`src/rtl/switch_sequencer_if.sv`:
```
// Control, table-write and status bundle for the photonic switch sequencer.
// The master side drives control and table writes; the slave side is the sequencer.
interface switch_sequencer_if #(
  parameter int N_SW    = 4,
  parameter int STEP_W  = 3,
  parameter int DWELL_W = 8,
  parameter int DEAD_W  = 4
);
  logic               en_tick;
  logic               start;
  logic               stop;
  logic               loop;
  logic [STEP_W:0]    num_steps;
  logic [DEAD_W-1:0]  dead_time;
  logic               wr_en;
  logic [STEP_W-1:0]  wr_addr;
  logic [N_SW-1:0]    wr_state;
  logic [DWELL_W-1:0] wr_dwell;
  logic [N_SW-1:0]    sw_out;
  logic               busy;
  logic [STEP_W-1:0]  step_idx;
  logic               done;
  logic               aborted;
  logic               cfg_err;

  modport master (
    output en_tick, start, stop, loop, num_steps, dead_time,
    output wr_en, wr_addr, wr_state, wr_dwell,
    input  sw_out, busy, step_idx, done, aborted, cfg_err
  );

  modport slave (
    input  en_tick, start, stop, loop, num_steps, dead_time,
    input  wr_en, wr_addr, wr_state, wr_dwell,
    output sw_out, busy, step_idx, done, aborted, cfg_err
  );
endinterface

```
`src/rtl/switch_sequencer.sv`:
```
// Tick-driven switch-bank sequencer: steps a programmable pattern/dwell table,
// inserting an all-off dead time whenever the pattern changes (break-before-make).
module switch_sequencer #(
  parameter int N_SW    = 4,
  parameter int STEP_W  = 3,
  parameter int DWELL_W = 8,
  parameter int DEAD_W  = 4
) (
  input logic              clk,
  input logic              reset,
  switch_sequencer_if.slave bus
);
  localparam int DEPTH = 1 << STEP_W;
  localparam int CNT_W = (DWELL_W > DEAD_W) ? DWELL_W : DEAD_W;

  typedef enum logic [1:0] {IDLE, DRIVE, DEAD, FINISH} state_t;

  state_t             state_q, state_d;
  logic [N_SW-1:0]    tbl_state [DEPTH];
  logic [DWELL_W-1:0] tbl_dwell [DEPTH];

  logic [CNT_W-1:0]   cnt_q, cnt_d;
  logic [STEP_W-1:0]  idx_q, idx_d, nxt_idx;
  logic [STEP_W:0]    num_q;
  logic               loop_q;
  logic [DEAD_W-1:0]  dead_q;
  logic [N_SW-1:0]    sw_q, sw_d;
  logic               busy_q, done_q, aborted_q, cfg_err_q;
  logic               load_cfg, aborted_d, cfg_err_d;
  logic               last_step, start_ok;
  logic [CNT_W:0]     ticks_seen, dwell_eff, dead_eff;

  always_comb begin
    state_d    = state_q;
    idx_d      = idx_q;
    cnt_d      = cnt_q;
    load_cfg   = 1'b0;
    aborted_d  = 1'b0;
    cfg_err_d  = bus.wr_en && (state_q != IDLE);

    // Ticks seen so far in this step, counting a tick in the current cycle.
    ticks_seen = {1'b0, cnt_q} + {{CNT_W{1'b0}}, bus.en_tick};
    dwell_eff  = {{(CNT_W + 1 - DWELL_W){1'b0}}, tbl_dwell[idx_q]};
    if (tbl_dwell[idx_q] == '0) dwell_eff = {{CNT_W{1'b0}}, 1'b1};
    dead_eff   = {{(CNT_W + 1 - DEAD_W){1'b0}}, dead_q};

    last_step  = ({1'b0, idx_q} == (num_q - 1'b1));
    nxt_idx    = (last_step && loop_q) ? '0 : idx_q + 1'b1;
    start_ok   = (bus.num_steps != '0) &&
                 (bus.num_steps <= {1'b1, {STEP_W{1'b0}}});

    case (state_q)
      IDLE: begin
        if (bus.start && !bus.stop) begin
          if (start_ok) begin
            load_cfg = 1'b1;
            idx_d    = '0;
            cnt_d    = '0;
            state_d  = DRIVE;
          end else begin
            cfg_err_d = 1'b1;
          end
        end
      end
      DRIVE: begin
        cnt_d = ticks_seen[CNT_W-1:0];
        if (bus.en_tick && (ticks_seen == dwell_eff)) begin
          cnt_d = '0;
          if (last_step && !loop_q) begin
            state_d = FINISH;
          end else begin
            idx_d = nxt_idx;
            if ((dead_q != '0) && (tbl_state[nxt_idx] != tbl_state[idx_q]))
              state_d = DEAD;
          end
        end
      end
      DEAD: begin
        cnt_d = ticks_seen[CNT_W-1:0];
        if (bus.en_tick && (ticks_seen == dead_eff)) begin
          cnt_d   = '0;
          state_d = DRIVE;
        end
      end
      FINISH: state_d = IDLE;
      default: state_d = IDLE;
    endcase

    if (bus.stop && (state_q != IDLE)) begin
      state_d   = IDLE;
      cnt_d     = '0;
      aborted_d = 1'b1;
    end

    // Drive is derived from the next state so the pattern changes in one edge.
    sw_d = (state_d == DRIVE) ? tbl_state[idx_d] : '0;
  end

  always_ff @(posedge clk or negedge reset) begin
    if (!reset) begin
      state_q   <= IDLE;
      cnt_q     <= '0;
      idx_q     <= '0;
      num_q     <= '0;
      loop_q    <= 1'b0;
      dead_q    <= '0;
      sw_q      <= '0;
      busy_q    <= 1'b0;
      done_q    <= 1'b0;
      aborted_q <= 1'b0;
      cfg_err_q <= 1'b0;
    end else begin
      state_q   <= state_d;
      cnt_q     <= cnt_d;
      idx_q     <= idx_d;
      sw_q      <= sw_d;
      busy_q    <= (state_d == DRIVE) || (state_d == DEAD);
      done_q    <= (state_d == FINISH);
      aborted_q <= aborted_d;
      cfg_err_q <= cfg_err_d;
      if (load_cfg) begin
        num_q  <= bus.num_steps;
        loop_q <= bus.loop;
        dead_q <= bus.dead_time;
      end
    end
  end

  always_ff @(posedge clk) begin
    if (bus.wr_en && (state_q == IDLE)) begin
      tbl_state[bus.wr_addr] <= bus.wr_state;
      tbl_dwell[bus.wr_addr] <= bus.wr_dwell;
    end
  end

  assign bus.sw_out   = sw_q;
  assign bus.busy     = busy_q;
  assign bus.step_idx = idx_q;
  assign bus.done     = done_q;
  assign bus.aborted  = aborted_q;
  assign bus.cfg_err  = cfg_err_q;
endmodule
```
`src/flat_wrapper.sv`:
```
// flat-port wrapper written by rule: the top's interface ports become plain ports
module switch_sequencer_flat 
#(
  parameter int N_SW    = 4,
  parameter int STEP_W  = 3,
  parameter int DWELL_W = 8,
  parameter int DEAD_W  = 4
)
  (clk, reset, bus_en_tick, bus_start, bus_stop, bus_loop, bus_num_steps, bus_dead_time, bus_wr_en, bus_wr_addr, bus_wr_state, bus_wr_dwell, bus_sw_out, bus_busy, bus_step_idx, bus_done, bus_aborted, bus_cfg_err);
  switch_sequencer_if #(.N_SW(N_SW), .STEP_W(STEP_W), .DWELL_W(DWELL_W), .DEAD_W(DEAD_W)) bus_i ();
  input logic clk;
  input logic reset;
  input wire logic [$bits(bus_i.en_tick)-1:0] bus_en_tick;
  input wire logic [$bits(bus_i.start)-1:0] bus_start;
  input wire logic [$bits(bus_i.stop)-1:0] bus_stop;
  input wire logic [$bits(bus_i.loop)-1:0] bus_loop;
  input wire logic [$bits(bus_i.num_steps)-1:0] bus_num_steps;
  input wire logic [$bits(bus_i.dead_time)-1:0] bus_dead_time;
  input wire logic [$bits(bus_i.wr_en)-1:0] bus_wr_en;
  input wire logic [$bits(bus_i.wr_addr)-1:0] bus_wr_addr;
  input wire logic [$bits(bus_i.wr_state)-1:0] bus_wr_state;
  input wire logic [$bits(bus_i.wr_dwell)-1:0] bus_wr_dwell;
  output wire logic [$bits(bus_i.sw_out)-1:0] bus_sw_out;
  output wire logic [$bits(bus_i.busy)-1:0] bus_busy;
  output wire logic [$bits(bus_i.step_idx)-1:0] bus_step_idx;
  output wire logic [$bits(bus_i.done)-1:0] bus_done;
  output wire logic [$bits(bus_i.aborted)-1:0] bus_aborted;
  output wire logic [$bits(bus_i.cfg_err)-1:0] bus_cfg_err;
  assign bus_i.en_tick = bus_en_tick;
  assign bus_i.start = bus_start;
  assign bus_i.stop = bus_stop;
  assign bus_i.loop = bus_loop;
  assign bus_i.num_steps = bus_num_steps;
  assign bus_i.dead_time = bus_dead_time;
  assign bus_i.wr_en = bus_wr_en;
  assign bus_i.wr_addr = bus_wr_addr;
  assign bus_i.wr_state = bus_wr_state;
  assign bus_i.wr_dwell = bus_wr_dwell;
  assign bus_sw_out = bus_i.sw_out;
  assign bus_busy = bus_i.busy;
  assign bus_step_idx = bus_i.step_idx;
  assign bus_done = bus_i.done;
  assign bus_aborted = bus_i.aborted;
  assign bus_cfg_err = bus_i.cfg_err;
  switch_sequencer #(.N_SW(N_SW), .STEP_W(STEP_W), .DWELL_W(DWELL_W), .DEAD_W(DEAD_W)) u_core (.clk(clk), .reset(reset), .bus(bus_i));
endmodule
```
`config.mk`:
```
export PLATFORM = sky130hd
export DESIGN_NAME = switch_sequencer_flat
export DESIGN_NICKNAME = d
export VERILOG_FILES = /design/src/rtl/switch_sequencer_if.sv /design/src/rtl/switch_sequencer.sv /design/src/flat_wrapper.sv
export SDC_FILE = /design/constraint.sdc
export NUM_CORES = 1
export LEC_CHECK = 0
export ABC_AREA = 1
export CELL_PAD_IN_SITES_DETAIL_PLACEMENT = 1
export CELL_PAD_IN_SITES_GLOBAL_PLACEMENT = 1
export CORE_MARGIN = 8
export CORE_UTILIZATION = 41
export DETAILED_ROUTE_END_ITERATION = 6
export PLACE_DENSITY = 0.88
export SKIP_CTS_REPAIR_TIMING = 1
export SLEW_MARGIN = 20
export SYNTH_ARGS = -nofsm -noshare
export SYNTH_HDL_FRONTEND = slang
export SYNTH_SLANG_ARGS = --single-unit
```
`constraint.sdc`:
```
create_clock -name clk -period 2.6 [get_ports clk]
set_input_delay 0.39 -clock clk [delete_from_list [all_inputs] [get_ports clk]]
set_output_delay 0.39 -clock clk [all_outputs]
set_load 0.005 [all_outputs]
```
# Yosys cells after proc, flatten, opt, wreduce, memory -nomap -nowiden
# Memory sizes are Yosys's and may differ from the RTL's.
# Cells that the tools add are included.
dict set report classes {
  eq_ne 12
  magnitude_cmp 1
  addsub 3
  reduce_logical 20
  muxes 31
}
# op count
set op_table {}
lappend op_table {{two-way mux 8 bit} 6}
lappend op_table {{case mux 8 bit (3 select lines)} 1}
lappend op_table {{two-way mux 3 bit} 5}
lappend op_table {{two-way mux 2 bit} 7}
lappend op_table {{nonzero test 4 bit} 3}
lappend op_table {{logical AND 1 bit} 10}
lappend op_table {{adder 8 x 1 -> 9 bit} 1}
lappend op_table {{equality test 9 x 4 -> 1 bit} 1}
lappend op_table {{equality test 9 x 8 -> 1 bit} 1}
lappend op_table {{two-way mux 1 bit} 9}
lappend op_table {{equality test 2 bit, second input constant} 4}
lappend op_table {{logical NOT 8 bit} 1}
lappend op_table {{case mux 2 bit (4 select lines)} 1}
lappend op_table {{inequality test 3 x 1 -> 1 bit, second input constant} 2}
lappend op_table {{case mux 3 bit (2 select lines)} 1}
lappend op_table {{equality test 2 x 1 -> 1 bit, second input constant} 2}
lappend op_table {{equality test 3 x 4 -> 1 bit} 1}
lappend op_table {{less-or-equal comparator 4 bit, second input constant} 1}
lappend op_table {{two-way mux 4 bit} 1}
lappend op_table {{inequality test 4 bit} 1}
lappend op_table {{subtractor 4 x 1 -> 4 bit, second input constant} 1}
lappend op_table {{adder 3 x 1 -> 3 bit, second input constant} 1}
lappend op_table {{AND reduction 3 bit} 1}
lappend op_table {{logical NOT 1 bit} 2}
lappend op_table {{3 further kinds} 3}
dict set report word_totals {
  input_bits 30
  n_memories 2
  mem_bits_rw 96
  word_cells 80
  register_bits 30
  output_inout_bits 11
}
# memory words word_bits read_ports rd_clocked_by_memory_dff write_ports line_no
set memory_table {}
lappend memory_table {u_core.tbl_dwell 8 8 1 0 1 switch_sequencer.sv:20} ;# logic [DWELL_W-1:0] tbl_dwell [DEPTH];
lappend memory_table {u_core.tbl_state 8 4 3 0 1 switch_sequencer.sv:19} ;# logic [N_SW-1:0] tbl_state [DEPTH];

# Longest topological paths before layout
# Gate-level depths: netlist of the first run.
# An unclocked memory read counts as a cell.
dict set report depth {
  ltp_word 14
  ltp_mapped 28
}

# Least setup slack after synthesis of the first run
# Ideal clock, no wire load.
dict set report synth_timing {
  path_type {input to register}
  from {input bus_en_tick}
  to {register u_core.sw_q[0] (netlist: u_core.bus.sw_out[0])}
  slack_ns -0.046
  arrival_time_ns 2.575
  stages 20
  cell_sequence {ha_1 > ha_1 > nand3_1 > xor2_1 > inv_1 > nand2_1 > nand2_1 > nor2_1 > nand3_1 > nor2_4 > nand2_2 > or2_2 > nand2_1 > nand2_1 > nand2_1 > nand2_1 > nand2_1 > ha_1 > nand2_1 > nor2_1}
}
dict set report synth_via {
  elab_chain_cells 8
}
# item line_no
set synth_lines {}
lappend synth_lines {{from (decl)} flat_wrapper.sv:13} ;# input wire logic [$bits(bus_i.en_tick)-1:0] bus_en_tick;
lappend synth_lines {{adder 8 x 1 -> 9 bit} switch_sequencer.sv:42} ;# ticks_seen = {1'b0, cnt_q} + {{CNT_W{1'b0}}, bus.en_tick};
lappend synth_lines {{equality test 9 x 4 -> 1 bit or equality test 9 x 8 -> 1 bit (tied branches)} {switch_sequencer.sv:80, switch_sequencer.sv:67}}
lappend synth_lines {{logical AND 1 bit (on tied branches)} {switch_sequencer.sv:80, switch_sequencer.sv:67}}
lappend synth_lines {{two-way mux 2 bit (on tied branches)} {switch_sequencer.sv:80, switch_sequencer.sv:67}}
lappend synth_lines {{case mux 2 bit (4 select lines) *} switch_sequencer.sv:52} ;# case (state_q)
lappend synth_lines {{two-way mux 2 bit *} switch_sequencer.sv:89} ;# if (bus.stop && (state_q != IDLE)) begin
lappend synth_lines {{named net u_core.state_d[0]} switch_sequencer.sv:18} ;# state_t state_q, state_d;
lappend synth_lines {{equality test 2 x 1 -> 1 bit *} switch_sequencer.sv:96} ;# sw_d = (state_d == DRIVE) ? tbl_state[idx_d] : '0;
lappend synth_lines {{two-way mux 4 bit *} switch_sequencer.sv:96}
lappend synth_lines {{named net u_core.sw_d[0]} switch_sequencer.sv:27} ;# logic [N_SW-1:0] sw_q, sw_d;
lappend synth_lines {{to (signal assigned)} switch_sequencer.sv:116} ;# sw_q <= sw_d;
lappend synth_lines {{to (decl)} switch_sequencer.sv:27}
# Mark *: on every way through the listed nets, which the timed path passes. The rest lies on a longest branch.
# A chain may end at the register's enable or synchronous reset.

# Worst setup path in the final report of the first run
dict set report layout_timing {
  from {register u_core.num_q[1]}
  to {register u_core.done_q (netlist: u_core.bus.done)}
}
dict set report layout_via {
  elab_chain_cells 13
}
# item line_no
set layout_lines {}
lappend layout_lines {{from (decl)} switch_sequencer.sv:24} ;# logic [STEP_W:0] num_q;
lappend layout_lines {{from (signal assigned)} switch_sequencer.sv:122} ;# num_q <= bus.num_steps;
lappend layout_lines {{subtractor 4 x 1 -> 4 bit *} switch_sequencer.sv:47} ;# last_step = ({1'b0, idx_q} == (num_q - 1'b1));
lappend layout_lines {{equality test 3 x 4 -> 1 bit *} switch_sequencer.sv:47}
lappend layout_lines {{logical AND 1 bit} switch_sequencer.sv:48} ;# nxt_idx = (last_step && loop_q) ? '0 : idx_q + 1'b1;
lappend layout_lines {{two-way mux 3 bit} switch_sequencer.sv:48}
lappend layout_lines {{memory read (8 x 4 bit)} -}
lappend layout_lines {{inequality test 4 bit} switch_sequencer.sv:73} ;# if ((dead_q != '0) && (tbl_state[nxt_idx] != tbl_state[idx_q]))
lappend layout_lines {{logical AND 1 bit} switch_sequencer.sv:73}
lappend layout_lines {{two-way mux 2 bit} switch_sequencer.sv:73}
lappend layout_lines {{two-way mux 2 bit *} switch_sequencer.sv:69} ;# if (last_step && !loop_q) begin
lappend layout_lines {{two-way mux 2 bit *} switch_sequencer.sv:67} ;# if (bus.en_tick && (ticks_seen == dwell_eff)) begin
lappend layout_lines {{case mux 2 bit (4 select lines) *} switch_sequencer.sv:52}
lappend layout_lines {{two-way mux 2 bit *} switch_sequencer.sv:89}
lappend layout_lines {{named net u_core.state_d[0]} switch_sequencer.sv:18}
lappend layout_lines {{equality test 2 bit *} switch_sequencer.sv:118} ;# done_q <= (state_d == FINISH);
lappend layout_lines {{to (signal assigned)} switch_sequencer.sv:118}
lappend layout_lines {{to (decl)} switch_sequencer.sv:28} ;# logic busy_q, done_q, aborted_q, cfg_err_q;
# Marked as above.

==> results of run 1 <==
[state kept, by name, summed over array words and instances (netlist names)]
register,count
u_core.cnt_q,8
u_core.tbl_dwell,64
u_core.loop_q,1
u_core.state_q,2
u_core.bus.aborted,1
u_core.bus.done,1
u_core.bus.cfg_err,1
u_core.tbl_state,32
u_core.bus.busy,1
u_core.num_q,4
u_core.bus.step_idx,3
u_core.dead_q,4
u_core.bus.sw_out,4
[worst max-delay path by stage]
stage | endpoint | slack, ns | cells after the start
final | u_core.bus.done | -0.65 | 25
after global routing | u_core.bus.sw_out[0] | -0.75 | 27
after CTS | u_core.bus.sw_out[0] | -0.69 | 27
after detailed placement | u_core.bus.sw_out[0] | -0.79 | 23
after global placement | u_core.bus.sw_out[2] | -0.64 | 22
after floorplan | u_core.bus.busy | 0.003 | 23
[power by group through the flow]
| stage | sequential (W) | combinational [W] | clock (W) |
|---|---|---|---|
| floorplan | 0.00248 | 0.00223 | 0 |
| CTS | 0.00249 | 0.00358 | 0.00243 |
| finish | 0.00251 | 0.00412 | 0.00242 |
| global placement | 0.00251 | 0.00330 | 0 |
| detailed placement | 0.00252 | 0.00349 | 0 |
| global route | 0.00252 | 0.00446 | 0.00251 |
[final cells by class]
type | count | area (µm²)
Tap cell | 216 | 270.3
Clock inverter | 14 | 158.9
Inverter | 81 | 307.8
Timing Repair Buffer | 122 | 1109
Fill cell | 1800 | 7123
Multi-Input combinational cell | 507 | 2736
Clock buffer | 18 | 429.2
Sequential cell | 126 | 3636
[cell families (layout without fill, tap and decap cells)]
group | after synthesis | after routing | synth area share
AOI/OAI and AO/OA | 105 | 105 | 0.08965
xor gates and xnor gates | 9 | 9 | 0.01196
adders and majority gates | 10 | 10 | 0.01899
buffers and inverters | 111 | 235 | 0.07407
DFF | 126 | 126 | 0.5516
muxes | 3 | 3 | 0.005128
and+or+nand+nor | 380 | 380 | 0.2486
[cells in the final DEF (no fill, tap or decap), types with 5 or more instances in the layout]
cell	count
nand2_1	140
nor2_1	96
edfxtp_1	96
nand3_1	93
inv_1	73
buf_4	72
clkdlybuf4s50_1	39
o21ai_0	32
dfrtp_1	28
a21oi_1	26
o21ai_1	26
clkbuf_16	17
nand2_2	15
inv_2	7
nand2_4	6
nand3_2	6
ha_1	6
buf_12	6
nand3b_1	5
o32ai_1	5
[layer usage]
layer | global-route usage | share of wire | vias to the layer above
li1 | - | - | 2734
met4 | 0.08166 | 0.028 | 0
met5 | 0 | 0 | -
met1 | 0.2699 | 0.41 | 3020
met2 | 0.3725 | 0.51 | 218
met3 | 0.04708 | 0.053 | 52
[synth_stat cells (all sizes together) (2+ instances only)]
library cell / count / area, µm²
nand2: 162 / 625.6
edfxtp: 96 / 2883
nand4: 5 / 46.29
dfrtp: 30 / 750.7
xnor2: 5 / 43.79
clkbuf: 11 / 43.79
inv: 81 / 304.0
o21ai: 59 / 295.3
o2111ai: 4 / 35.03
xor2: 4 / 35.03
ha: 10 / 125.1
nand3: 100 / 505.5
nand3b: 5 / 37.54
nor2: 103 / 396.6
a21oi: 27 / 135.1
nor3: 4 / 20.02
buf: 19 / 140.1
a31o: 2 / 17.52
o32ai: 8 / 70.07
mux2: 3 / 33.78
[through the flow]
step                      std cells  setup WS [ns]
after CTS                      1072        -0.6911
after floorplan                 744       0.002644
after global placement         1040        -0.6390
after detailed placement       1040        -0.7851
after global routing           1084        -0.7521
final                          1084        -0.6476
==> run metrics, run 1 <==
outcome=finished with violations; violations in the final reports=negative setup slack; async set or reset register ratio after synthesis=0.2381; post-synthesis cell type count=37; Pins Over Slew Limit=0; reg2reg end=u_core.bus.done; clock latency reported for the late side of the worst-skew pair=about 0.44 ns; sum of routed wire length over all layers=23220 µm; cell internal power dissipation=0.005409 W; antenna diode instance count=0; die boundary height=between 100 and 150 µm; Total GRT Usage=0.2199; Relative slew margins=0.6956; antenna violations before repair=0; Switching Power=0.003640 W; total of warnings raised by yosys=0; DIE WIDTH=142.8 µm; RSZ-0062 raised after global routing=true; most common cell type on the critical path=nand2_1; worst-case vdd ir drop=0.7049 mV; Worst Hold Class=input pin to asynchronous set/reset pin; worst setup path startpoint=u_core.num_q[1]; Seq cells post-synth=~130; Vias=6024; Final Util=0.5483; worst reg2reg path depth=25; first-pass detailed-route iteration total=5; ratio of cells with drive above 1 in the final layout=0.2039; effective utilization at floorplan=0.4177; via-per-instance ratio=about 5.6; leakage dissipation=about 3.7 nW; antenna-violating nets left=0; switch share=0.4023; count of flip-flops with a built-in enable after synthesis=96; clock-pin slew on the worst setup and hold paths=0.06 ns; Worst Path Arrival=3.57 ns; clock network power share=0.267; dpl hpwl=approximately 15000 µm; f_max=just over 300 MHz; average routed wire per standard cell=between 20 and 25 µm; Root Driver=clkbuf_16; Max Cap Viol=0; final critical path time including I/O delays and setup=3.248 ns; drt initial violations=375; core region area=between 15000 and 20000 µm²; area growth from synthesis to final layout=31.26%; total design power=0.009050 W; Final Wtd Congestion=approximately 0.83; Synth Flop Type=edfxtp_1; clk buf depth=2; via count of the first global-routing pass=6164; critical path class=flip-flop to flip-flop; count of port buffers added during placement=40; CP Data Required Time=a little under 3 ns; per-instance average area after synthesis=8.854 µm²; portion of the clock cycle consumed by the worst path in the final layout=1.249; cell at the slowest stage of the critical path=dfrtp_1; clock sink count=126; family of cells with the greatest summed delay on the critical path=simple AND/OR/NAND/NOR gates; total I/O pin count=41; wire length of the first global-routing pass=between 30000 and 40000 µm; Residual DRC=0; Worst Hold Slack=0.3616 ns; Worst Setup Slack, final=-0.6476 ns; die area=20380 µm²; area of the mapped netlist=6588 µm²; total clock buffers created by CTS=17; Net count, final=895; largest driver fanout on the critical path=6; flop-to-flop setup slack=-0.65 ns; TritonCTS clock tree=yes; relative contribution of sequential cells to total power=0.277; Post-Layout Inst Area=8647 µm²; launching element type of the critical path=flip-flop; combinational power share=0.455; post-route clock skew=~0.014 ns; H-tree Lvls=4; sequential element share of the synthesized area=0.5516; number of hold-slack violations in the final timing report=0; reg-to-reg critical path startpoint=u_core.num_q[1]; setup TNS after final layout=-5.604 ns; power density over the cells=1047 nW/µm²; Cell Rows=between 40 and 50; kind of capture point of the worst setup path=flip-flop; number of endpoints failing setup at the final stage=17; transition time at the pin with the least slew margin=0.4552 ns; Post-Syn Nets=between 700 and 800; cell area after placement=7726 µm²; synthesized instance count=744; sum of overflow across all layers after global routing=0; pin count of the biggest net entering global routing=31; buffer and inverter count on the worst path=4; Crit path largest cell delay=about 0.4 ns
(Power assumes the default switching activity.)
==> run 2, diff against run 1 <==
--- a/config.mk
+++ b/config.mk
@@ -12,7 +12,6 @@
 export CORE_UTILIZATION = 41
 export DETAILED_ROUTE_END_ITERATION = 6
 export PLACE_DENSITY = 0.88
-export SKIP_CTS_REPAIR_TIMING = 1
 export SLEW_MARGIN = 20
 export SYNTH_ARGS = -nofsm -noshare
 export SYNTH_HDL_FRONTEND = slang
==> run 2 against run 1 <==
The flow still finishes with violations (negative setup slack). Critical path depth increased by 2. Via count up 4.8%. Global-route usage up 0.85 points. Die area did not move. Design area rose by 2.5%. Register-to-register slack barely moved. Combinational power grew 8.0%. Final cell count rose by 0.83%. Critical path type unchanged.
==> run metrics, run 2 (synthesis gave the netlist of run 1 again) <==
worst-case vdd ir drop=0.5973 mV (-15%); count of port buffers added during placement=40 (unchanged); total design power=0.009401 W (+3.9%); area growth from synthesis to final layout=34.49%; antenna diode instance count=0 (unchanged); die boundary height=142.8 µm (unchanged); Vias=6314 (+4.8%); Crit path largest cell delay=0.40 ns (about the same); outcome=finished with violations; launching element type of the critical path=flip-flop; via count of the first global-routing pass=6323 (+2.6%); worst setup path startpoint=u_core.num_q[1]; Cell Rows=46 (unchanged); via-per-instance ratio=5.777 (+4.0%); portion of the clock cycle consumed by the worst path in the final layout=1.249 (about the same); clock latency reported for the late side of the worst-skew pair=0.45 ns (about the same); pin count of the biggest net entering global routing=31 (unchanged); clk buf depth=2 (unchanged); Root Driver=clkbuf_16; total clock buffers created by CTS=17 (unchanged); kind of capture point of the worst setup path=flip-flop; violations in the final reports=negative setup slack; f_max=308.0 MHz (about the same); wire length of the first global-routing pass=35130 µm (+3.5%); number of fill cells in the layout=1788 (-0.67%); transition time at the pin with the least slew margin=0.4895 ns (+0.03424 ns); largest driver fanout on the critical path=16 (+10); first-pass detailed-route iteration total=7 (+2); most common cell type on the critical path=nand2_1; Worst Setup Slack, final=-0.6469 ns (+0.0006950 ns); critical path class=flip-flop to flip-flop; effective utilization at floorplan=0.4177 (unchanged); CP Data Required Time=2.92 ns (about the same); RSZ-0062 raised after global routing=true; post-route clock skew=0.02051 ns (+0.006908 ns); clock sink count=126 (unchanged); Worst Path Arrival=3.57 ns (about the same); TritonCTS clock tree=yes; final critical path time including I/O delays and setup=3.247 ns (-0.0006950 ns); max reg flops=64 (unchanged); cell at the slowest stage of the critical path=dfrtp_1; Relative slew margins=0.6727 (-0.02289); number of hold-slack violations in the final timing report=0 (unchanged); most congested layer reported by global routing=met2; commonest non-fill, non-tap cells in the layout=140 x nand2_1, 96 x edfxtp_1, 92 x nor2_1, 87 x nand3_1, 72 x buf_4; leakage dissipation=3.735 nW (+2.0%); most common cell after layout, fill and taps aside=nand2_1; sum of overflow across all layers after global routing=0 (unchanged); setup TNS after final layout=-5.679 ns (-0.07506 ns); met1 global-route usage=0.2710 (+0.001100); Worst Hold Class=input pin to asynchronous set/reset pin; total I/O pin count=41 (unchanged); Final Wtd Congestion=0.8322 (unchanged); Net count, final=904 (+1.0%); M2 GR Usage=0.3840 (+0.01152); Total GRT Usage=0.2284 (+0.008475); reg-to-reg critical path startpoint=u_core.num_q[1]; register with the most flip-flops=u_core.tbl_dwell; DIE WIDTH=142.8 µm (unchanged); die area=20380 µm² (unchanged); clock-pin slew on the worst setup and hold paths=0.08 ns (+0.02 ns); power density over the cells=1061 nW/µm² (+1.4%); dpl hpwl=15060 µm (unchanged); sum of routed wire length over all layers=25730 µm (+11%); drt initial violations=484 (+29%); reg2reg end=u_core.bus.done; antenna-violating nets left=0 (unchanged); Residual DRC=0 (unchanged); antenna violations before repair=0 (unchanged); worst reg2reg path depth=27 (+8.0%); flop-to-flop setup slack=-0.65 ns (about the same); average routed wire per standard cell=23.54 µm (+9.9%); ratio of cells with drive above 1 in the final layout=0.2269 (+0.02299); Setup crit end=u_core.bus.done; Max Cap Viol=0 (unchanged); Pins Over Slew Limit=0 (unchanged); H-tree Lvls=4 (unchanged); fraction of met3 tracks used by global routing=0.05543 (+0.008347); core region area=15770 µm² (unchanged); largest registers=u_core.tbl_dwell (64), u_core.tbl_state (32), u_core.cnt_q (8); number of endpoints failing setup at the final stage=19 (+2)
run 2: cell type report:
type,count,area [µm²],share of cell area
Clock buffer,18,429.2,0.04844
Clock inverter,14,158.9,0.01794
Inverter,81,310.3,0.03502
Multi-Input combinational cell,507,2800,0.3161
Sequential cell,126,3636,0.4104
Tap cell,216,270.3,0.03050
Timing Repair Buffer,131,1255,0.1416
run 2: how the worst min path moves through the flow:
stage / endpoint / slack [ns] / cells past startpoint
2_1_floorplan: u_core.bus.aborted / 0.09 / 0
3_3_place_gp: u_core.num_q[3] / 0.51 / 2
3_5_place_dp: u_core.num_q[3] / 0.53 / 2
4_1_cts: u_core.cnt_q[6] / 0.36 / 2
5_1_grt: u_core.num_q[1] / 0.42 / 2
6_report: u_core.num_q[1] / 0.39 / 2
run 2: critical path: cells and delay by family (launching register included):
kind / cells / cell delay, ns
AND/OR/NAND/NOR: 21 / 1.81
buffers and inverters: 5 / 0.74
flip-flops: 1 / 0.40
adder cells (fa/ha/maj): 1 / 0.14
run 2: per-layer routing:
metal	up-vias	part of all wire
li1	2759	-
met1	3143	0.39
met2	320	0.49
met3	92	0.071
met4	0	0.042
met5	-	0
run 2: metrics by stage:
stage	util	instance area (µm²)	hold WS [ns]	setup slack, ns	cells
2_1_floorplan	-	6643	0.09441	0.002644	744
3_3_place_gp	0.4899	7726	0.5091	-0.6390	1040
3_5_place_dp	0.4899	7726	0.5279	-0.7851	1040
4_1_cts	0.5391	8502	0.3590	-0.4906	1079
5_1_grt	0.5618	8860	0.4196	-0.7899	1093
6_report	0.5618	8860	0.3942	-0.6469	1093
run 2: repair_timing:
item | CTS | global route
gates resized for setup | 36 | 51
buffers inserted | 7 | 11
gates cloned | 0 | 3
endpoints found under the setup margin | 18 | 19
pin swaps | 15 | 11
hold buffers | 0 | 0
run 2: where the power goes:
group	total [W]	switching, W	internal, W
clock network	0.00245	0.00102	0.00143
logic	0.00445	0.00267	0.00178
registers	0.00250	0.000150	0.00235
total	0.00940	0.00384	0.00556
